File: config.mk
export PLATFORM = sky130hd
export DESIGN_NAME = rs_alu_flat
export DESIGN_NICKNAME = d
export VERILOG_FILES = /design/src/rtl/rs_alu_pkg.sv /design/src/rtl/rs_alu_if.sv /design/src/rtl/rs_priority_enc.sv /design/src/rtl/rs_alu.sv /design/src/flat_wrapper.sv
export SDC_FILE = /design/constraint.sdc
export NUM_CORES = 2
export LEC_CHECK = 0
export CAP_MARGIN = 20
export CORE_ASPECT_RATIO = 0.7
export CORE_MARGIN = 2
export CORE_UTILIZATION = 35
export DETAILED_ROUTE_END_ITERATION = 6
export PLACE_DENSITY = 0.6
export REMOVE_ABC_BUFFERS = 1
export SKIP_CTS_REPAIR_TIMING = 1
export SYNTH_ARGS = -nofsm -noshare
export SYNTH_HDL_FRONTEND = slang
export SYNTH_SLANG_ARGS = --single-unit
File: constraint.sdc
create_clock -name clk -period 5.55 [get_ports clk]
set_clock_uncertainty 0.05 [all_clocks]
set_input_delay 1.11 -clock clk [delete_from_list [all_inputs] [get_ports clk]]
set_output_delay 1.11 -clock clk [all_outputs]
set_load 0.01 [all_outputs]
File: src/rtl/rs_alu_pkg.sv
// Shared ALU parameters: opcode width and encodings, datapath width, default ROB tag width.
// Also holds the operand record used by the reservation station.
package rs_alu_pkg;
  localparam int OPCODE_W  = 4;
  localparam int DATA_W    = 32;
  localparam int TAG_W_DEF = 4;

  typedef enum logic [OPCODE_W-1:0] {
    OP_ADD   = 4'd0,
    OP_SUB   = 4'd1,
    OP_AND   = 4'd2,
    OP_OR    = 4'd3,
    OP_XOR   = 4'd4,
    OP_SLL   = 4'd5,
    OP_SRL   = 4'd6,
    OP_SRA   = 4'd7,
    OP_SLT   = 4'd8,
    OP_SLTU  = 4'd9,
    OP_LUI   = 4'd10,
    OP_AUIPC = 4'd11
  } opcode_e;

  // busy=1: value still pending on its producer tag
  typedef struct packed {
    logic              busy;
    logic [DATA_W-1:0] val;
  } opnd_t;
endpackage

File: src/rtl/rs_alu_if.sv
// Issue, result-broadcast and dispatch bundle between decoder/CDB and the ALU reservation station.
interface rs_alu_if import rs_alu_pkg::*; #(parameter int TAG_W = TAG_W_DEF);
  logic                rollback;
  logic                in_valid;
  logic [OPCODE_W-1:0] in_op;
  logic [DATA_W-1:0]   in_pc;
  logic [DATA_W-1:0]   in_imm;
  logic [TAG_W-1:0]    in_tag;
  logic                in_q1_busy;
  logic                in_q2_busy;
  logic [TAG_W-1:0]    in_q1;
  logic [TAG_W-1:0]    in_q2;
  logic [DATA_W-1:0]   in_v1;
  logic [DATA_W-1:0]   in_v2;
  logic                cdb0_valid;
  logic                cdb1_valid;
  logic [TAG_W-1:0]    cdb0_tag;
  logic [TAG_W-1:0]    cdb1_tag;
  logic [DATA_W-1:0]   cdb0_data;
  logic [DATA_W-1:0]   cdb1_data;
  logic                full;
  logic [OPCODE_W-1:0] op_to_alu;
  logic [DATA_W-1:0]   v1_to_alu;
  logic [DATA_W-1:0]   v2_to_alu;
  logic [DATA_W-1:0]   imm_to_alu;
  logic [DATA_W-1:0]   pc_to_alu;
  logic [TAG_W-1:0]    tag_to_alu;
  logic                is_empty_to_alu;

  modport master (
    output rollback, in_valid, in_op, in_pc, in_imm, in_tag,
           in_q1_busy, in_q2_busy, in_q1, in_q2, in_v1, in_v2,
           cdb0_valid, cdb1_valid, cdb0_tag, cdb1_tag, cdb0_data, cdb1_data,
    input  full, op_to_alu, v1_to_alu, v2_to_alu, imm_to_alu, pc_to_alu,
           tag_to_alu, is_empty_to_alu
  );

  modport slave (
    input  rollback, in_valid, in_op, in_pc, in_imm, in_tag,
           in_q1_busy, in_q2_busy, in_q1, in_q2, in_v1, in_v2,
           cdb0_valid, cdb1_valid, cdb0_tag, cdb1_tag, cdb0_data, cdb1_data,
    output full, op_to_alu, v1_to_alu, v2_to_alu, imm_to_alu, pc_to_alu,
           tag_to_alu, is_empty_to_alu
  );
endinterface

File: src/rtl/rs_priority_enc.sv
// Lowest-index set-bit selector with a found flag.
module rs_priority_enc #(
  parameter int N     = 8,
  parameter int IDX_W = $clog2(N)
) (
  input  logic [N-1:0]     req,
  output logic [IDX_W-1:0] idx,
  output logic             found
);
  always_comb begin
    idx   = '0;
    found = 1'b0;
    // scan downward so the lowest set bit is the last one written
    for (int i = N - 1; i >= 0; i--) begin
      if (req[i]) begin
        idx   = i[IDX_W-1:0];
        found = 1'b1;
      end
    end
  end
endmodule

File: src/rtl/rs_alu.sv
// ALU reservation station: holds issued ops until both operands arrive via the CDBs,
// then dispatches the lowest-index ready entry to the ALU through registered outputs.
module rs_alu import rs_alu_pkg::*; #(
  parameter int RS_SIZE = 8,
  parameter int TAG_W   = TAG_W_DEF
) (
  input  logic      clk,
  input  logic      rst,
  rs_alu_if.slave   bus
);
  localparam int IDX_W = $clog2(RS_SIZE);

  logic [RS_SIZE-1:0]  busy;
  logic [RS_SIZE-1:0]  q1_busy;
  logic [RS_SIZE-1:0]  q2_busy;
  logic [OPCODE_W-1:0] op   [RS_SIZE];
  logic [DATA_W-1:0]   pc   [RS_SIZE];
  logic [DATA_W-1:0]   imm  [RS_SIZE];
  logic [TAG_W-1:0]    tag  [RS_SIZE];
  logic [TAG_W-1:0]    q1   [RS_SIZE];
  logic [TAG_W-1:0]    q2   [RS_SIZE];
  logic [DATA_W-1:0]   v1   [RS_SIZE];
  logic [DATA_W-1:0]   v2   [RS_SIZE];

  opnd_t               nxt1 [RS_SIZE];
  opnd_t               nxt2 [RS_SIZE];
  opnd_t               in1;
  opnd_t               in2;

  logic [RS_SIZE-1:0]  ready;
  logic [IDX_W-1:0]    free_idx;
  logic [IDX_W-1:0]    rdy_idx;
  logic                free_found;
  logic                rdy_found;
  logic                do_issue;

  logic [OPCODE_W-1:0] op_p1;
  logic [DATA_W-1:0]   v1_p1;
  logic [DATA_W-1:0]   v2_p1;
  logic [DATA_W-1:0]   imm_p1;
  logic [DATA_W-1:0]   pc_p1;
  logic [TAG_W-1:0]    tag_p1;
  logic                empty_p1;

  // cdb0 has priority when both broadcasts carry the awaited tag
  function automatic opnd_t resolve(input opnd_t cur, input logic [TAG_W-1:0] q);
    opnd_t r;
    r = cur;
    if (cur.busy) begin
      if (bus.cdb0_valid && bus.cdb0_tag == q) begin
        r.busy = 1'b0;
        r.val  = bus.cdb0_data;
      end else if (bus.cdb1_valid && bus.cdb1_tag == q) begin
        r.busy = 1'b0;
        r.val  = bus.cdb1_data;
      end
    end
    return r;
  endfunction

  always_comb begin
    for (int i = 0; i < RS_SIZE; i++) begin
      nxt1[i] = resolve('{busy: q1_busy[i], val: v1[i]}, q1[i]);
      nxt2[i] = resolve('{busy: q2_busy[i], val: v2[i]}, q2[i]);
    end
    in1 = resolve('{busy: bus.in_q1_busy, val: bus.in_v1}, bus.in_q1);
    in2 = resolve('{busy: bus.in_q2_busy, val: bus.in_v2}, bus.in_q2);
  end

  assign ready    = busy & ~q1_busy & ~q2_busy;
  assign do_issue = bus.in_valid && free_found && !bus.rollback;

  rs_priority_enc #(.N(RS_SIZE)) u_free_sel (
    .req   (~busy),
    .idx   (free_idx),
    .found (free_found)
  );

  rs_priority_enc #(.N(RS_SIZE)) u_ready_sel (
    .req   (ready),
    .idx   (rdy_idx),
    .found (rdy_found)
  );

  // ---- stage p1: entry control and dispatch registers ----
  always_ff @(posedge clk or posedge rst) begin
    if (rst) begin
      busy     <= '0;
      q1_busy  <= '0;
      q2_busy  <= '0;
      op_p1    <= '0;
      v1_p1    <= '0;
      v2_p1    <= '0;
      imm_p1   <= '0;
      pc_p1    <= '0;
      tag_p1   <= '0;
      empty_p1 <= 1'b1;
    end else begin
      empty_p1 <= 1'b1;
      if (bus.rollback) begin
        busy <= '0;
      end else begin
        for (int i = 0; i < RS_SIZE; i++) begin
          if (busy[i]) begin
            q1_busy[i] <= nxt1[i].busy;
            q2_busy[i] <= nxt2[i].busy;
          end
        end
        if (rdy_found) begin
          busy[rdy_idx] <= 1'b0;
          op_p1         <= op[rdy_idx];
          v1_p1         <= v1[rdy_idx];
          v2_p1         <= v2[rdy_idx];
          imm_p1        <= imm[rdy_idx];
          pc_p1         <= pc[rdy_idx];
          tag_p1        <= tag[rdy_idx];
          empty_p1      <= 1'b0;
        end
        if (do_issue) begin
          busy[free_idx]    <= 1'b1;
          q1_busy[free_idx] <= in1.busy;
          q2_busy[free_idx] <= in2.busy;
        end
      end
    end
  end

  // Entry payload carries no reset; busy alone qualifies it.
  always_ff @(posedge clk) begin
    if (!bus.rollback) begin
      for (int i = 0; i < RS_SIZE; i++) begin
        if (busy[i]) begin
          v1[i] <= nxt1[i].val;
          v2[i] <= nxt2[i].val;
        end
      end
    end
    if (do_issue) begin
      op[free_idx]  <= bus.in_op;
      pc[free_idx]  <= bus.in_pc;
      imm[free_idx] <= bus.in_imm;
      tag[free_idx] <= bus.in_tag;
      q1[free_idx]  <= bus.in_q1;
      q2[free_idx]  <= bus.in_q2;
      v1[free_idx]  <= in1.val;
      v2[free_idx]  <= in2.val;
    end
  end

  assign bus.full            = &busy;
  assign bus.op_to_alu       = op_p1;
  assign bus.v1_to_alu       = v1_p1;
  assign bus.v2_to_alu       = v2_p1;
  assign bus.imm_to_alu      = imm_p1;
  assign bus.pc_to_alu       = pc_p1;
  assign bus.tag_to_alu      = tag_p1;
  assign bus.is_empty_to_alu = empty_p1;
endmodule

File: src/flat_wrapper.sv
// flat-port wrapper written by rule: the top's interface ports become plain ports
module rs_alu_flat import rs_alu_pkg::*;
#(
  parameter int RS_SIZE = 8,
  parameter int TAG_W   = TAG_W_DEF
)
  (clk, rst, bus_rollback, bus_in_valid, bus_in_op, bus_in_pc, bus_in_imm, bus_in_tag, bus_in_q1_busy, bus_in_q2_busy, bus_in_q1, bus_in_q2, bus_in_v1, bus_in_v2, bus_cdb0_valid, bus_cdb1_valid, bus_cdb0_tag, bus_cdb1_tag, bus_cdb0_data, bus_cdb1_data, bus_full, bus_op_to_alu, bus_v1_to_alu, bus_v2_to_alu, bus_imm_to_alu, bus_pc_to_alu, bus_tag_to_alu, bus_is_empty_to_alu);
  rs_alu_if #(.TAG_W(TAG_W)) bus_i ();
  input  logic clk;
  input  logic rst;
  input wire logic [$bits(bus_i.rollback)-1:0] bus_rollback;
  input wire logic [$bits(bus_i.in_valid)-1:0] bus_in_valid;
  input wire logic [$bits(bus_i.in_op)-1:0] bus_in_op;
  input wire logic [$bits(bus_i.in_pc)-1:0] bus_in_pc;
  input wire logic [$bits(bus_i.in_imm)-1:0] bus_in_imm;
  input wire logic [$bits(bus_i.in_tag)-1:0] bus_in_tag;
  input wire logic [$bits(bus_i.in_q1_busy)-1:0] bus_in_q1_busy;
  input wire logic [$bits(bus_i.in_q2_busy)-1:0] bus_in_q2_busy;
  input wire logic [$bits(bus_i.in_q1)-1:0] bus_in_q1;
  input wire logic [$bits(bus_i.in_q2)-1:0] bus_in_q2;
  input wire logic [$bits(bus_i.in_v1)-1:0] bus_in_v1;
  input wire logic [$bits(bus_i.in_v2)-1:0] bus_in_v2;
  input wire logic [$bits(bus_i.cdb0_valid)-1:0] bus_cdb0_valid;
  input wire logic [$bits(bus_i.cdb1_valid)-1:0] bus_cdb1_valid;
  input wire logic [$bits(bus_i.cdb0_tag)-1:0] bus_cdb0_tag;
  input wire logic [$bits(bus_i.cdb1_tag)-1:0] bus_cdb1_tag;
  input wire logic [$bits(bus_i.cdb0_data)-1:0] bus_cdb0_data;
  input wire logic [$bits(bus_i.cdb1_data)-1:0] bus_cdb1_data;
  output wire logic [$bits(bus_i.full)-1:0] bus_full;
  output wire logic [$bits(bus_i.op_to_alu)-1:0] bus_op_to_alu;
  output wire logic [$bits(bus_i.v1_to_alu)-1:0] bus_v1_to_alu;
  output wire logic [$bits(bus_i.v2_to_alu)-1:0] bus_v2_to_alu;
  output wire logic [$bits(bus_i.imm_to_alu)-1:0] bus_imm_to_alu;
  output wire logic [$bits(bus_i.pc_to_alu)-1:0] bus_pc_to_alu;
  output wire logic [$bits(bus_i.tag_to_alu)-1:0] bus_tag_to_alu;
  output wire logic [$bits(bus_i.is_empty_to_alu)-1:0] bus_is_empty_to_alu;
  assign bus_i.rollback = bus_rollback;
  assign bus_i.in_valid = bus_in_valid;
  assign bus_i.in_op = bus_in_op;
  assign bus_i.in_pc = bus_in_pc;
  assign bus_i.in_imm = bus_in_imm;
  assign bus_i.in_tag = bus_in_tag;
  assign bus_i.in_q1_busy = bus_in_q1_busy;
  assign bus_i.in_q2_busy = bus_in_q2_busy;
  assign bus_i.in_q1 = bus_in_q1;
  assign bus_i.in_q2 = bus_in_q2;
  assign bus_i.in_v1 = bus_in_v1;
  assign bus_i.in_v2 = bus_in_v2;
  assign bus_i.cdb0_valid = bus_cdb0_valid;
  assign bus_i.cdb1_valid = bus_cdb1_valid;
  assign bus_i.cdb0_tag = bus_cdb0_tag;
  assign bus_i.cdb1_tag = bus_cdb1_tag;
  assign bus_i.cdb0_data = bus_cdb0_data;
  assign bus_i.cdb1_data = bus_cdb1_data;
  assign bus_full = bus_i.full;
  assign bus_op_to_alu = bus_i.op_to_alu;
  assign bus_v1_to_alu = bus_i.v1_to_alu;
  assign bus_v2_to_alu = bus_i.v2_to_alu;
  assign bus_imm_to_alu = bus_i.imm_to_alu;
  assign bus_pc_to_alu = bus_i.pc_to_alu;
  assign bus_tag_to_alu = bus_i.tag_to_alu;
  assign bus_is_empty_to_alu = bus_i.is_empty_to_alu;
  rs_alu #(.RS_SIZE(RS_SIZE), .TAG_W(TAG_W)) u_core (.clk(clk), .rst(rst), .bus(bus_i));
endmodule
==> flow_summary.ini <==
[finish]
layoutNonFillerInstCount = 7667
final_area_mm2 = 0.0723
num-nets-final = 5427
num-fill-cells = 16061
drive_above_1_share_pct = 9.08
syn_to_final_growth_pct = 17.4

[worst_setup_path]
path_cells = nand2_1 > nor4_1 > clkdlybuf4s50_1
largest_fanout_of_any_net_on_the_critical_path = 14
worst_path_dominant_cell_family = simple AND/OR/NAND/NOR gates
data_required_time_of_the_critical_path_ns = 4.39
critPathMaxStageDelay_ns = 1.00
worst-endpoint-arrival_ns = 3.26
critical_path.slowest_cell = nor4_1
setup.worst_path.class = flip-flop to output port
endpoint_kind = output port
cp.buffers_inverters = 1
worst_setup_path_start_kind = flip-flop

[yosys]
synth.cell_area_mm2 = 0.0616
yosysUniqueCellTypes = 64
synth.ff_latch_count = 1313
sequential_area_share_after_synthesis_pct = 62.7
synth-warning-count = 0
syn_area_per_cell_um2 = 12.0
yosys-top-cells-count = 1152 x edfxtp_1, 492 x clkbuf_1, 389 x o21ai_1
yosys.area.top_type = edfxtp_1
yosysMostFrequentCell = edfxtp_1
ys_async_sr_fraction_pct = 12.3
yosys_most_used_dff = edfxtp_1
gate_count_post_synth = 5140
synth_edf_count = 1152
synth_top_area_share_pct = 56.2
netlist_top_cells_area = edfxtp_1 56%, dfrtp_1 6.5%, a22oi_1 4.5%

[global_routing]
grt_pass1_vias = 47464
first_pass_grt_wire_length_mm = 355
grt_most_used_layer = met2
met3_usage_pct = 11.2
grt_max_degree = 158
grt_overflow = 0
globalRouteTotalUtil_pct = 27.3
grt_util_met2_pct = 38.7
grt_use_met1_pct = 36.9
antenna_found_initial = 26

[cts]
clk_transition_reported_paths_ns = 0.06
cts.htree.levels = 4
tritoncts = built
tritoncts_num_sinks = 1313
tritoncts.num_buffers = 140
cts_root_buf = clkbuf_16
worst_skew_pair.late_latency_ns = 0.80
clock_path_buffers = 3

[place]
port_buffers = 361
place.detailed.hpwl_mm = 135
placed_instance_area_mm2 = 0.0679
dp.cells = 7401
gp_congestion = 0.883

[routing]
via_per_inst = 6.54
firstDrtPassIters = 7
vias = 50140
detail_route.wl_per_cell_um = 33.1
residual_drc_count = 0
detailedRoute.firstIterationViolations = 7943
totalWireLength_mm = 254
ant_nets = 0

[die]
die_area_mm2 = 0.179
die_width_um = 505
number_of_placed_i_o_pins = 362
num_rows = 128
floorplan.initialDensity_pct = 35.3
core_mm2 = 0.174
die_y_um = 355

[sta]
hold_viol_final = 0
report.final.setup_viol = 0
finalCriticalPeriod_ns = 4.42
grt_setup_unrepaired = no
post-route-period-util_pct = 79.6
slew_margin_rel_pct = 6.08
fin_worst_hold_slack_ns = 0.430
finalMaxSlewViolations = 0
max_slew.worst_pin.slew_ns = 1.41
fmaxAchievable_mhz = 226

[pwr]
power.static_leakage_nw = 23.1
power_density_mw_per_mm2 = 350
peakVddDrop_mv = 0.391

[job]
timing.max_cap.violations = 0

[min_path]
min_path_type = flip-flop to flip-flop

[outcome]
outcome = finished clean
[metrics by stage]
| step | TNS [ns] | setup WS (ns) | util (%) | total power [W] |
|---|---|---|---|---|
| 3_3_place_gp | 0 | 0.872 | 38.9 | 0.0161 |
| 3_5_place_dp | 0 | 0.774 | 38.9 | 0.0162 |
| 4_1_cts | 0 | 1.18 | 41.5 | 0.0253 |
| 2_1_floorplan | -2110.08 | -11.24 | - | 0.0136 |
| 5_1_grt | 0 | 1.18 | 41.5 | 0.0261 |
| 6_report | 0 | 1.13 | 41.5 | 0.0253 |
[placed cells by master (no fill, tap or decap), types with 120 or more instances in the layout]
| cell type | instances |
|---|---|
| edfxtp_1 | 1152 |
| o21ai_1 | 389 |
| a22oi_1 | 366 |
| clkdlybuf4s50_1 | 359 |
| o22ai_1 | 358 |
| o21ai_0 | 317 |
| nand3_1 | 284 |
| a22o_1 | 256 |
| nand2_1 | 247 |
| buf_4 | 161 |
| dfrtp_1 | 159 |
| clkbuf_16 | 142 |
| a221oi_1 | 130 |
| a21oi_1 | 128 |
| nor2_1 | 120 |
[path summary, 6_finish.rpt]
check                                             start                  endpoint  slack (ns)  depth (start not counted)
worst min register to register  u_core.bus.pc_to_alu[5]   u_core.bus.pc_to_alu[5]        0.43                          2
worst max register to register        u_core.q1_busy[5]   u_core.bus.v2_to_alu[7]        1.48                          8
max in group asynchronous                           rst            u_core.busy[3]        3.52                          3
worst max-delay path                     u_core.busy[0]                  bus_full        1.13                          3
min in group asynchronous                           rst  u_core.bus.pc_to_alu[19]        0.79                          2
worst min-delay path            u_core.bus.pc_to_alu[5]   u_core.bus.pc_to_alu[5]        0.43                          2
[logic make-up (layout without fill, tap and decap cells)]
logic type	after synthesis	after routing	share of synthesized area [%]
buf+inv	667	846	4.43
simple gates	775	775	5.89
xor+xnor	141	141	2.01
other cells	0	8	0
flops	1313	1313	62.7
compound gates	2194	2194	24.1
mux	50	50	0.813
[tightest hold or removal path: cells and delay by family, from the launching register on]
family / cells / cell delay [ns]
AOI/OAI and AO/OA: 1 / 0.06
DFF: 1 / 0.34
and+or+nand+nor: 1 / 0.05
[cell type report]
| class | count | area (µm²) | share of cell area (%) |
|---|---|---|---|
| Multi-Input combinational cell | 3160 | 20600 | 28.5 |
| Clock buffer | 201 | 3880 | 5.37 |
| Antenna cell | 8 | 20.0 | 0.0277 |
| Inverter | 28 | 140 | 0.194 |
| Tap cell | 2340 | 2930 | 4.05 |
| Timing Repair Buffer | 560 | 5570 | 7.71 |
| Sequential cell | 1313 | 38600 | 53.4 |
| Clock inverter | 57 | 541 | 0.747 |
[where the power goes]
part / internal (W) / total [W] / switching [W]
clock: 0.00515 / 0.00930 / 0.00415
sequential: 0.0113 / 0.0117 / 0.000367
combinational: 0.00170 / 0.00430 / 0.00260
[routing by layer]
layer  part of all wire (%)  up-vias
li1                       -    20534
met1                     39    24676
met2                     42     4169
met3                     15      729
met4                    4.0       32
met5                   0.11        -
[state kept, by name, summed over array words and instances (netlist names), 8 cells and up]
name,flops
u_core.imm,256
u_core.bus.v1_to_alu,32
u_core.q2,32
u_core.q1_busy,8
u_core.pc,256
u_core.bus.v2_to_alu,32
u_core.q1,32
u_core.busy,8
u_core.q2_busy,8
u_core.bus.pc_to_alu,32
u_core.bus.imm_to_alu,32
u_core.op,32
u_core.tag,32
u_core.v2,256
u_core.v1,256
Power figures use the tool's default switching activity.
